File: config.mk
export PLATFORM = sky130hd
export DESIGN_NAME = input_conditioner_flat
export DESIGN_NICKNAME = d
export VERILOG_FILES = /design/src/rtl/input_conditioner_if.sv /design/src/rtl/input_conditioner.sv /design/src/flat_wrapper.sv
export SDC_FILE = /design/constraint.sdc
export NUM_CORES = 1
export LEC_CHECK = 0
export BUFFER_PORTS_ARGS = -buffer_cell sky130_fd_sc_hd__buf_2
export CAP_MARGIN = 20
export CORE_MARGIN = 1
export CORE_UTILIZATION = 50
export CTS_CLUSTER_SIZE = 24
export DETAILED_ROUTE_END_ITERATION = 16
export GPL_TIMING_DRIVEN = 0
export HOLD_SLACK_MARGIN = 0.06
export PLACE_DENSITY = 0.63
export SYNTH_ARGS = -nofsm -noshare
export SYNTH_HDL_FRONTEND = slang
export SYNTH_SLANG_ARGS = --single-unit
File: constraint.sdc
create_clock -name clock -period 2.95 [get_ports clock]
set_input_delay 0.59 -clock clock [delete_from_list [all_inputs] [get_ports clock]]
set_output_delay 0.59 -clock clock [all_outputs]
set_load 0.02 [all_outputs]
File: src/rtl/input_conditioner_if.sv
// rtl/input_conditioner_if.sv - raw switch inputs and conditioned levels/events bundle
interface input_conditioner_if;
  logic       brake_raw;
  logic       hidden_sw_raw;
  logic       ignition_raw;
  logic       door_drv_raw;
  logic       brake;
  logic       hidden_sw;
  logic       ignition;
  logic       door_drv;
  logic [3:0] rise;
  logic [3:0] fall;

  modport master (
    output brake_raw, hidden_sw_raw, ignition_raw, door_drv_raw,
    input  brake, hidden_sw, ignition, door_drv, rise, fall
  );

  modport slave (
    input  brake_raw, hidden_sw_raw, ignition_raw, door_drv_raw,
    output brake, hidden_sw, ignition, door_drv, rise, fall
  );
endinterface

File: src/rtl/input_conditioner.sv
// rtl/input_conditioner.sv - per-channel 2-flop synchronizer plus stability-counter debouncer
// Channel index order: [3]=door_drv, [2]=ignition, [1]=hidden_sw, [0]=brake.
module input_conditioner #(
  parameter int DEBOUNCE_CYCLES = 4,
  parameter int CNT_W           = 16
) (
  input logic            clock,
  input logic            reset,
  input_conditioner_if.slave io
);

  localparam logic [CNT_W-1:0] CNT_MAX = CNT_W'(DEBOUNCE_CYCLES - 1);

  logic [3:0]       raw;
  logic [3:0]       s1_q, s2_q;
  logic [3:0]       clean_q, clean_d;
  logic [3:0]       rise_q, rise_d;
  logic [3:0]       fall_q, fall_d;
  logic [CNT_W-1:0] cnt_q [4];
  logic [CNT_W-1:0] cnt_d [4];

  assign raw = {io.door_drv_raw, io.ignition_raw, io.hidden_sw_raw, io.brake_raw};

  // Any sample matching the clean level restarts the count, so a glitch never accumulates.
  always_comb begin
    clean_d = clean_q;
    rise_d  = '0;
    fall_d  = '0;
    for (int i = 0; i < 4; i++) begin
      cnt_d[i] = '0;
      if (s2_q[i] != clean_q[i]) begin
        if (cnt_q[i] == CNT_MAX) begin
          clean_d[i] = s2_q[i];
          rise_d[i]  = s2_q[i];
          fall_d[i]  = ~s2_q[i];
        end else begin
          cnt_d[i] = cnt_q[i] + CNT_W'(1);
        end
      end
    end
  end

  always_ff @(posedge clock or posedge reset) begin
    if (reset) begin
      s1_q    <= '0;
      s2_q    <= '0;
      clean_q <= '0;
      rise_q  <= '0;
      fall_q  <= '0;
      for (int i = 0; i < 4; i++) begin
        cnt_q[i] <= '0;
      end
    end else begin
      s1_q    <= raw;
      s2_q    <= s1_q;
      clean_q <= clean_d;
      rise_q  <= rise_d;
      fall_q  <= fall_d;
      for (int i = 0; i < 4; i++) begin
        cnt_q[i] <= cnt_d[i];
      end
    end
  end

  assign io.brake     = clean_q[0];
  assign io.hidden_sw = clean_q[1];
  assign io.ignition  = clean_q[2];
  assign io.door_drv  = clean_q[3];
  assign io.rise      = rise_q;
  assign io.fall      = fall_q;

endmodule

File: src/flat_wrapper.sv
// flat-port wrapper written by rule: the top's interface ports become plain ports
module input_conditioner_flat 
#(
  parameter int DEBOUNCE_CYCLES = 4,
  parameter int CNT_W           = 16
)
  (clock, reset, io_brake_raw, io_hidden_sw_raw, io_ignition_raw, io_door_drv_raw, io_brake, io_hidden_sw, io_ignition, io_door_drv, io_rise, io_fall);
  input_conditioner_if io_i ();
  input logic clock;
  input logic reset;
  input wire logic [$bits(io_i.brake_raw)-1:0] io_brake_raw;
  input wire logic [$bits(io_i.hidden_sw_raw)-1:0] io_hidden_sw_raw;
  input wire logic [$bits(io_i.ignition_raw)-1:0] io_ignition_raw;
  input wire logic [$bits(io_i.door_drv_raw)-1:0] io_door_drv_raw;
  output wire logic [$bits(io_i.brake)-1:0] io_brake;
  output wire logic [$bits(io_i.hidden_sw)-1:0] io_hidden_sw;
  output wire logic [$bits(io_i.ignition)-1:0] io_ignition;
  output wire logic [$bits(io_i.door_drv)-1:0] io_door_drv;
  output wire logic [$bits(io_i.rise)-1:0] io_rise;
  output wire logic [$bits(io_i.fall)-1:0] io_fall;
  assign io_i.brake_raw = io_brake_raw;
  assign io_i.hidden_sw_raw = io_hidden_sw_raw;
  assign io_i.ignition_raw = io_ignition_raw;
  assign io_i.door_drv_raw = io_door_drv_raw;
  assign io_brake = io_i.brake;
  assign io_hidden_sw = io_i.hidden_sw;
  assign io_ignition = io_i.ignition;
  assign io_door_drv = io_i.door_drv;
  assign io_rise = io_i.rise;
  assign io_fall = io_i.fall;
  input_conditioner #(.DEBOUNCE_CYCLES(DEBOUNCE_CYCLES), .CNT_W(CNT_W)) u_core (.clock(clock), .reset(reset), .io(io_i));
endmodule
======== Word level (Yosys, flattened, before mapping) ========
Index checks and enable logic that the tools add are counted.
operators by class
  eq/ne operators ......................... 8
  reductions and logical operators ........ 4
  bitwise operators ....................... 4
  mux-type cells .......................... 24
  $add $sub $neg .......................... 4
operators by type and width
  cell                     count
  $mux W16                 8
  $add A16 B1 Y16 const B  4
  $eq A16 B2 Y1 const B    4
  $mux W1                  16
  $reduce_and A2 Y1        4
  $ne A1 B1 Y1             4
  $not A1 Y1               4
storage, ports and cells
  bits of input ports ..................... 6
  register bits ........................... 84
  output and inout bits ................... 12

======== Longest topological paths before layout ========
Gate-level depths: netlist of run 1.
  depth after elaboration ................. 3
  gate-level depth with buffers ........... 6

======== Worst setup path before layout of run 1 ========
OpenSTA, ideal clock, no wires.
  kind .................................... reg-to-reg
  from .................................... register u_core.cnt_q[16] (netlist bit)
  to ...................................... register u_core.cnt_q[21] (netlist bit)
  clock period less this slack ............ 1.567 ns
  data required time ...................... 2.829 ns
  arrival time ............................ 1.445 ns
  slack ................................... 1.383 ns
  cell stages (with the launch flop) ...... 7
  cell sequence ........................... dfrtp_1 ha_1 nor4b_1 nand4_1 nand2_1 buf_2 nor2_1
RTL lines
  element                            line                     RTL
  from (decl)                        input_conditioner.sv:19  logic [CNT_W-1:0] cnt_q [4];
  from (signal, indexed assignment)  input_conditioner.sv:60  cnt_q[i] <= cnt_d[i];

==> results of run 1 <==
[stage by stage]
| stage | TNS (ps) | power, mW | cell area (um^2) | utilization, % | hold WS (ps) |
|---|---|---|---|---|---|
| final | 0 | 2.64 | 4190 | 57.7 | 141 |
| after global routing | 0 | 2.80 | 4190 | 57.7 | 135 |
| after CTS | 0 | 2.67 | 4190 | 57.7 | 136 |
| after detailed placement | 0 | 1.89 | 4010 | 55.3 | 340 |
| after global placement | -65480 | 1.88 | 3980 | 54.9 | 333 |
| after floorplan | 0 | 1.73 | 3770 | - | 331 |
[registers in the layout, indices dropped and copies added, names as in the netlist]
register / cells
u_core.io.fall: 4
u_core.io.rise: 4
u_core.clean_q: 4
u_core.cnt_q: 64
u_core.s2_q: 4
u_core.s1_q: 4
[final timing paths]
path	startpoint	end	slack (ps)	cells past startpoint
worst max-delay path	u_core.cnt_q[16]$_DFF_PP0_	u_core.cnt_q[23]$_DFF_PP0_	950	6
min in group clock	io_hidden_sw_raw	u_core.s1_q[1]$_DFF_PP0_	340	1
worst min register to register	u_core.s1_q[0]$_DFF_PP0_	u_core.s2_q[0]$_DFF_PP0_	350	0
max in group asynchronous	reset	u_core.cnt_q[56]$_DFF_PP0_	2240	3
worst max register to register	u_core.cnt_q[16]$_DFF_PP0_	u_core.cnt_q[23]$_DFF_PP0_	950	6
worst min-delay path	reset	u_core.cnt_q[39]$_DFF_PP0_	140	2
[cell usage in the layout (no fill, tap or decap), drive strengths merged]
master and instances:
ha 4, or3 1, nand3 20, clkinv 2, or2 2, mux2 4, bufinv 1, or4b 1
and3 5, xnor2 39, o31ai 4, a21oi 6, or4 4, clkinvlp 2, nand2 19, nor4 20
nor3b 8, clkbuf 9, a31o 1, buf 23, o41ai 1, nor2 66, dfrtp 84, inv 12
and4 1, xor2 15, nor3 16, nand4 20, and2 1, nor4b 4
[cells by family after synthesis]
logic type	Yosys count	share of synthesized area, %
compound gates	12	2.06
xor+xnor	54	12.5
fa+ha+maj	4	1.33
buf+inv	17	1.86
flops	84	55.8
mux	4	1.19
simple gates	188	25.3
[power groups by stage]
stage               combinational [mW]  clock [mW]  sequential [mW]
floorplan                        0.329           0             1.40
global placement                 0.507           0             1.37
detailed placement               0.517           0             1.38
CTS                              0.518       0.794             1.36
global route                     0.575       0.847             1.37
finish                           0.505       0.775             1.35
[routing by layer]
metal | up-vias | track usage, %
met5 | - | 0
met4 | 0 | 8.80
met3 | 12 | 3.82
met2 | 37 | 28.5
met1 | 1272 | 27.0
li1 | 1317 | -
[layout make-up]
type | instances | area share [%]
inverter | 12 | 1.14
clock inverter | 5 | 1.31
multi-input combinational | 262 | 38.2
timing repair buffer | 18 | 2.69
sequential | 84 | 50.2
tap | 99 | 2.96
clock buffer | 9 | 2.96
buffer | 5 | 0.598
[worst max-delay path, cell delays in order (launching register included)]
cell and delay (ps):
dfrtp_1 400, ha_1 260, nor4b_1 300, nand4_1 290, nand2_1 280, buf_2 270
nor2_1 80
==> flow_summary_export.csv, run 1 <==
group,metric,value,unit
placement,place_congestion,0.819,
placement,dp.cells,480,
clock_network,clkLatencyLatePin,350,ps
clock_network,cts.sinks,84,
logic_synthesis,yosys_warnings,0,
sta,grt_setup_unrepaired,"false",
clock_network,cts_resized,0,
sta,fmax,499,MHz
final_layout,drive_above_1_share,11.1,%
final_layout,diodes,0,
clock_network,root_buffer,"clkbuf_8",
power_and_ir_drop,irDropWorstVdd,432,uV
logic_synthesis,ys_async_sr_fraction,100,%
grt,antenna_found_initial,0,
logic_synthesis,netlist_instances,363,
critical_path,start_kind,"flop",
final_layout,synthToLayoutAreaGrowth,11.1,%
final_layout,nets,402,
critical_path,cp_data_required_time,3190,ps
sta,tightest_slew,348,ps
clock_network,ctsHoldBuffers,0,
route,vias,2638,
die,die_x,88.8,um
route,wirelength,6640,um
grt,grt_remaining_overflow,0,
job,cap_violations,0,
sta,post-route-min-period,2000,ps
logic_synthesis,ys_seq_area_share,55.8,%
critical_path,worstSetupPathType,"reg2reg",
logic_synthesis,ys_ff_latch,84,
logic_synthesis,synth_common_cells,"dfrtp_1 (84), nor2_1 (66), xnor2_1 (39)",
outcome,status,"complete, no violations",
logic_synthesis,synth_edf_count,0,
power_and_ir_drop,clock_power_share,29.4,%
grt,grt_pass1_wl,11400,um
clock_network,cts.reportedPaths.clkPinSlew,80,ps
die,die_y,88.8,um
clock_network,htreeDepth,3,
logic_synthesis,synth.top_cell.area_share,55.8,%
power_and_ir_drop,leakage,1.70,nW
critical_path,worstPathMaxFanout,10,
route,wl_met2,2910,um
final_layout,regArea,0.00210,mm^2
placement,io_buffers,17,
clock_network,ctsLongestPathBuffers,2,
grt,grt_usage,19.1,%
logic_synthesis,avgSynthCellArea,10.4,um^2
grt,grt_max_degree,73,
logic_synthesis,yosysMostFrequentCell,"dfrtp_1",
clock_network,postCtsSetupBuffers,0,
sta,maxSlewHeadroom,76.6,%
critical_path,cp.arrival,2240,ps
die,start_util,52.0,%
logic_synthesis,syn-num-nets,373,
clock_network,cts_buffers,9,
route,top_layer_used,"met4",
route,drc,0,
power_and_ir_drop,powerDensity,629,mW/mm^2
min_path,hp-class,"in2async",
logic_synthesis,synth_area_leaders,"dfrtp_1 (56%), xnor2_1 (9.1%), nor2_1 (6.6%)",
power_and_ir_drop,internal-power,1.81,mW
final_layout,stdcell_count,494,
final_layout,multiInputGateArea,0.00160,mm^2
power_and_ir_drop,seqPwrFrac,51.4,%
grt,grt_pass1_vias,2480,
clock_network,cts_tree,"built",
route,route.met3.wl,165,um
route,wl_met1,3430,um
die,io_pins,18,
placement,dp_hpwl,4500,um
power_and_ir_drop,p_sw,0.826,mW
sta,final_max_slew_viol_count,0,
die,die_area,0.00789,mm^2
power_and_ir_drop,swShare,31.3,%
sta,skew,8.52,ps
placement,post-place-ws,949,ps
logic_synthesis,ys_types,27,
logic_synthesis,ys.flop_type,"dfrtp_1",
route,wire_per_inst,13.4,um
sta,period_share,67.9,%
sta,hold_viol,0,
route,drt_iter0_drc,151,
logic_synthesis,syn_area,0.00377,mm^2
route,via_per_inst,5.34,
sta,final-setup-viol-count,0,
critical_path,end_kind,"flop",
sta,fin_ws,946,ps
power_and_ir_drop,pwr-share-comb,19.2,%
route,drtAntennaViolNets,0,
final_layout,nFillCells,635,
die,core,0.00725,mm^2
logic_synthesis,yosys.area.top_type,"dfrtp_1",
die,fp-row-count,31,
route,firstDrtPassIters,4,
Power figures use the tool's default switching activity.
==> run 2, diff against run 1 <==
==> constraint.sdc (replaced) <==
create_clock -name clock -period 2 [get_ports clock]
set_input_delay 0.4 -clock clock [delete_from_list [all_inputs] [get_ports clock]]
set_output_delay 0.4 -clock clock [all_outputs]
set_load 0.02 [all_outputs]
==> flow_summary_export.csv, run 2 (synthesis results as in run 1) <==
group,metric,value,unit
outcome,status,"complete, no violations",
die,die_x,88.8,um
final_layout,nFillCells,646,
placement,place_congestion,0.790,
critical_path,r2r-start,"u_core.cnt_q[32]$_DFF_PP0_",
route,drtAntennaViolNets,0,
final_layout,largest_register,"u_core.cnt_q",
final_layout,stdcell_count,502,
sta,tns,0,ps
sta,final_max_slew_viol_count,0,
critical_path,crit_start,"u_core.cnt_q[32]$_DFF_PP0_",
min_path,hp-class,"in2async",
clock_network,cts_tree,"built",
final_layout,drive_above_1_share,13.6,%
critical_path,regToRegEndpoint,"u_core.cnt_q[41]$_DFF_PP0_",
final_layout,diodes,0,
sta,post-route-min-period,1860,ps
grt,grt_remaining_overflow,0,
route,vias,2682,
die,fp-row-count,31,
sta,hold_viol,0,
clock_network,root_buffer,"clkbuf_8",
critical_path,cp_data_required_time,2230,ps
route,drc,0,
die,io_pins,18,
critical_path,end_kind,"flop",
clock_network,cts.sinks,84,
die,core,0.00725,mm^2
final_layout,regArea,0.00210,mm^2
sta,maxSlewHeadroom,67.5,%
sta,tightest_slew,487,ps
critical_path,crit_path_end,"u_core.cnt_q[41]$_DFF_PP0_",
critical_path,start_kind,"flop",
sta,fmax,537,MHz
die,die_area,0.00789,mm^2
clock_network,cts_buffers,9,
clock_network,ctsLongestPathBuffers,2,
route,firstDrtPassIters,4,
sta,whs,68.6,ps
final_layout,final_common_cell,"dfrtp_1",
critical_path,cp.arrival,2100,ps
critical_path,rr_worst_depth,6,
power_and_ir_drop,leakage,1.74,nW
critical_path,worstSetupPathType,"reg2reg",
grt,grt_pass1_wl,11900,um
placement,placed_cell_area,0.00402,mm^2
clock_network,cts.reportedPaths.clkPinSlew,90,ps
route,drt_iter0_drc,93,
sta,final-setup-viol-count,0,
clock_network,htreeDepth,3,
final_layout,largest_reg_flops,64,
power_and_ir_drop,irDropWorstVdd,534,uV
route,via_per_inst,5.34,
grt,grt_usage,19.9,%
sta,period_share,93.1,%
placement,io_buffers,17,
placement,dp.cells,481,
final_layout,synthToLayoutAreaGrowth,13.8,%
clock_network,clkLatencyLatePin,350,ps
grt,antenna_found_initial,0,
final_layout,final_cell_mix,"dfrtp_1 (84), nor2_1 (66), xnor2_1 (39), buf_2 (22)",
power_and_ir_drop,powerDensity,956,mW/mm^2
final_layout,final_area,0.00429,mm^2
die,die_y,88.8,um
critical_path,reg2reg_setup_slack,140,ps
job,cap_violations,0,
die,start_util,52.0,%
placement,dp_hpwl,4570,um
final_layout,multiInputGateArea,0.00161,mm^2
clock_network,ctsHoldBuffers,0,
sta,grt_setup_unrepaired,"false",
grt,grt_max_degree,34,
final_layout,nets,408,
critical_path,worstPathMaxFanout,10,
route,wirelength,6860,um
grt,grt_pass1_vias,2620,
route,wire_per_inst,13.7,um
sta,skew,8.82,ps
-- run 2: changes by cell type in the layout (fill, tap and decap cells not counted), sizes merged --
cell	previous run	this run
clkbuf	9	10
bufinv	1	2
buf	23	29
inv	12	11
clkinvlp	2	3
-- run 2: report_power, final --
group          total (mW)  switching (mW)  internal, mW  leakage, nW
Combinational       0.803           0.503         0.300        0.502
Sequential           2.00           0.152          1.84         1.14
Clock                1.30           0.600         0.703        0.102
Total                4.10            1.26          2.85         1.74
-- run 2: routing by layer --
layer  global-route usage, %  wire, um
met5                       0         0
met3                    6.25       261
met1                    27.3      3350
met4                    6.30        53
met2                    30.2      3200
-- run 2: how the worst min path moves through the flow --
stage,to,slack [ps],startpoint
4_1_cts,u_core.io.rise[3]$_DFF_PP0_,60,reset
6_report,u_core.io.rise[3]$_DFF_PP0_,70,reset
3_5_place_dp,u_core.s2_q[1]$_DFF_PP0_,330,u_core.s1_q[1]$_DFF_PP0_
5_1_grt,u_core.io.rise[3]$_DFF_PP0_,100,reset
3_3_place_gp,u_core.s2_q[3]$_DFF_PP0_,330,u_core.s1_q[3]$_DFF_PP0_
2_1_floorplan,u_core.s2_q[0]$_DFF_PP0_,330,u_core.s1_q[0]$_DFF_PP0_
-- run 2: through the flow --
stage	util, %	setup slack, ps	power, mW
after floorplan	-	433	2.55
after global placement	54.9	28.9	2.77
after detailed placement	55.5	10.4	2.80
after CTS	58.5	44.5	4.13
after global routing	59.2	15.9	4.35
final	59.2	138	4.10
-- run 2: timing repair --
| item | 4_1_cts | 5_1_grt |
|---|---|---|
| pin swaps | 0 | 3 |
| gates resized for setup | 1 | 3 |
| endpoints found under the setup margin | 4 | 41 |
| setup buffers | 0 | 5 |
-- run 2: critical path, stage by stage, from the launching register on --
cell and delay [ps]:
dfrtp_1 400, ha_1 250, nor4b_1 290, nand4_1 280
nand2_2 210, buf_2 240, nor2_1 70
-- run 2: final cells by class --
type | count | area share (%)
plain buffers | 5 | 0.583
clock buffers | 10 | 2.97
clock inverters | 6 | 2.07
inverters | 12 | 1.14
multi-input cells | 262 | 37.6
flip-flops and latches | 84 | 49.0
well taps | 99 | 2.89
repair buffers | 24 | 3.79
==> run 3, diff against run 2 <==
--- a/config.mk
+++ b/config.mk
@@ -9,6 +9,7 @@
 export CAP_MARGIN = 20
 export CORE_MARGIN = 1
 export CORE_UTILIZATION = 50
+export CTS_BUF_LIST = sky130_fd_sc_hd__clkbuf_4
 export CTS_CLUSTER_SIZE = 24
 export DETAILED_ROUTE_END_ITERATION = 16
 export GPL_TIMING_DRIVEN = 0
==> flow_summary_export.csv, run 3 (synthesis results as in run 1) <==
group,metric,value,unit
sta,maxSlewHeadroom,67.6,%
sta,hold_viol,0,
grt,grt_pass1_wl,11900,um
route,via_per_inst,5.36,
die,fp-row-count,31,
power_and_ir_drop,irDropWorstVdd,698,uV
final_layout,largest_register,"u_core.cnt_q",
power_and_ir_drop,power,3.91,mW
final_layout,largest_reg_flops,64,
min_path,hp-class,"in2reg",
final_layout,nFillCells,655,
clock_network,clkLatencyLatePin,410,ps
route,drtAntennaViolNets,0,
final_layout,synthToLayoutAreaGrowth,13.3,%
power_and_ir_drop,pwr-share-comb,20.8,%
sta,fmax,540,MHz
sta,grt_setup_unrepaired,"false",
critical_path,start_kind,"flop",
route,drc,0,
die,die_area,0.00789,mm^2
route,vias,2706,
sta,post-route-min-period,1850,ps
route,drt_iter0_drc,102,
die,die_y,88.8,um
final_layout,diodes,0,
placement,io_buffers,17,
placement,place_congestion,0.790,
sta,tns,0,ps
sta,tightest_slew,485,ps
sta,period_share,92.7,%
grt,grt_remaining_overflow,0,
power_and_ir_drop,swShare,31.6,%
clock_network,htreeDepth,3,
sta,final-setup-viol-count,0,
clock_network,cts_tree,"built",
critical_path,cp.arrival,2150,ps
grt,grt_pass1_vias,2620,
route,wirelength,6900,um
clock_network,cts.sinks,84,
clock_network,cts_buffers,9,
power_and_ir_drop,powerDensity,915,mW/mm^2
grt,grt_usage,19.7,%
critical_path,cp_data_required_time,2300,ps
die,core,0.00725,mm^2
critical_path,worstPathMaxFanout,10,
route,firstDrtPassIters,4,
die,io_pins,18,
sta,final_max_slew_viol_count,0,
power_and_ir_drop,p_sw,1.24,mW
grt,grt_max_degree,34,
final_layout,final_cell_mix,"dfrtp_1 (84), nor2_1 (66), xnor2_1 (39), buf_2 (22)",
sta,skew,13.3,ps
critical_path,reg2reg_setup_slack,150,ps
critical_path,worstSetupPathType,"reg2reg",
job,cap_violations,0,
grt,antenna_found_initial,0,
final_layout,final_common_cell,"dfrtp_1",
power_and_ir_drop,leakage,1.74,nW
power_and_ir_drop,seqPwrFrac,51.2,%
clock_network,root_buffer,"clkbuf_4",
final_layout,drive_above_1_share,14.0,%
clock_network,ctsLongestPathBuffers,2,
power_and_ir_drop,clock_power_share,28.0,%
outcome,status,"complete, no violations",
critical_path,end_kind,"flop",
die,die_x,88.8,um
final_layout,nets,411,
power_and_ir_drop,internal-power,2.67,mW
die,start_util,52.0,%
clock_network,cts.reportedPaths.clkPinSlew,130,ps
route,wire_per_inst,13.7,um
placement,dp_hpwl,4570,um
[run 3: cell types whose count changed in the layout (fill, tap and decap cells not counted), sizes merged]
| cell | change |
|---|---|
| dlygate4sd3 | +3 |
[run 3: stage by stage]
stage	utilization [%]	std cells	hold WS, ps	worst slack [ps]	instance area, um^2
finish	58.9	505	83.7	147	4270
global placement	54.9	479	333	28.9	3980
CTS	58.2	500	63.1	38.2	4220
global route	58.9	505	63.5	10.4	4270
floorplan	-	363	331	433	3770
detailed placement	55.5	481	335	10.4	4020
[run 3: power by group through the flow]
stage	sequential, mW	combinational, mW	clock (mW)
final	2.00	0.813	1.10
after global routing	2.03	0.912	1.20
after CTS	2.00	0.783	1.13
after detailed placement	2.03	0.769	0
after global placement	2.03	0.748	0
after floorplan	2.06	0.486	0
[run 3: path summary, 6_finish.rpt]
kind | start | endpoint | depth (start not counted)
min | io_brake_raw | u_core.s1_q[0]$_DFF_PP0_ | 1
max in group asynchronous | reset | u_core.cnt_q[28]$_DFF_PP0_ | 5
min in group asynchronous | reset | u_core.io.rise[3]$_DFF_PP0_ | 3
max | u_core.cnt_q[32]$_DFF_PP0_ | u_core.cnt_q[41]$_DFF_PP0_ | 6
min reg2reg | u_core.s1_q[2]$_DFF_PP0_ | u_core.s2_q[2]$_DFF_PP0_ | 0
max reg2reg | u_core.cnt_q[32]$_DFF_PP0_ | u_core.cnt_q[41]$_DFF_PP0_ | 6
[run 3: routing by layer]
| layer | wire length [um] | global-route usage [%] |
|---|---|---|
| met1 | 3380 | 26.9 |
| met2 | 3190 | 30.5 |
| met3 | 275 | 5.32 |
| met4 | 62 | 6.30 |
| met5 | 0 | 0 |
[run 3: critical path, stage by stage (launching register included)]
cell	delay, ps
dfrtp_1	420
ha_1	250
nor4b_1	290
nand4_1	280
nand2_2	210
buf_2	240
nor2_1	70
[run 3: layout make-up]
cell class | count | area [um^2] | share of cell area, %
clock inverters | 6 | 88.8 | 2.08
flip-flops and latches | 84 | 2100 | 49.2
clock buffers | 10 | 75.1 | 1.76
well taps | 99 | 124 | 2.90
repair buffers | 27 | 193 | 4.51
plain buffers | 5 | 25.0 | 0.586
inverters | 12 | 48.8 | 1.14
multi-input cells | 262 | 1610 | 37.8
[run 3: what timing repair did]
item,CTS,global route
endpoints found under the setup margin,6,41
resized for setup,1,4
pin swaps,0,3
hold buffers,3,0
hold endpoints to repair,23,0
gates cloned,0,0
buffers inserted,0,5
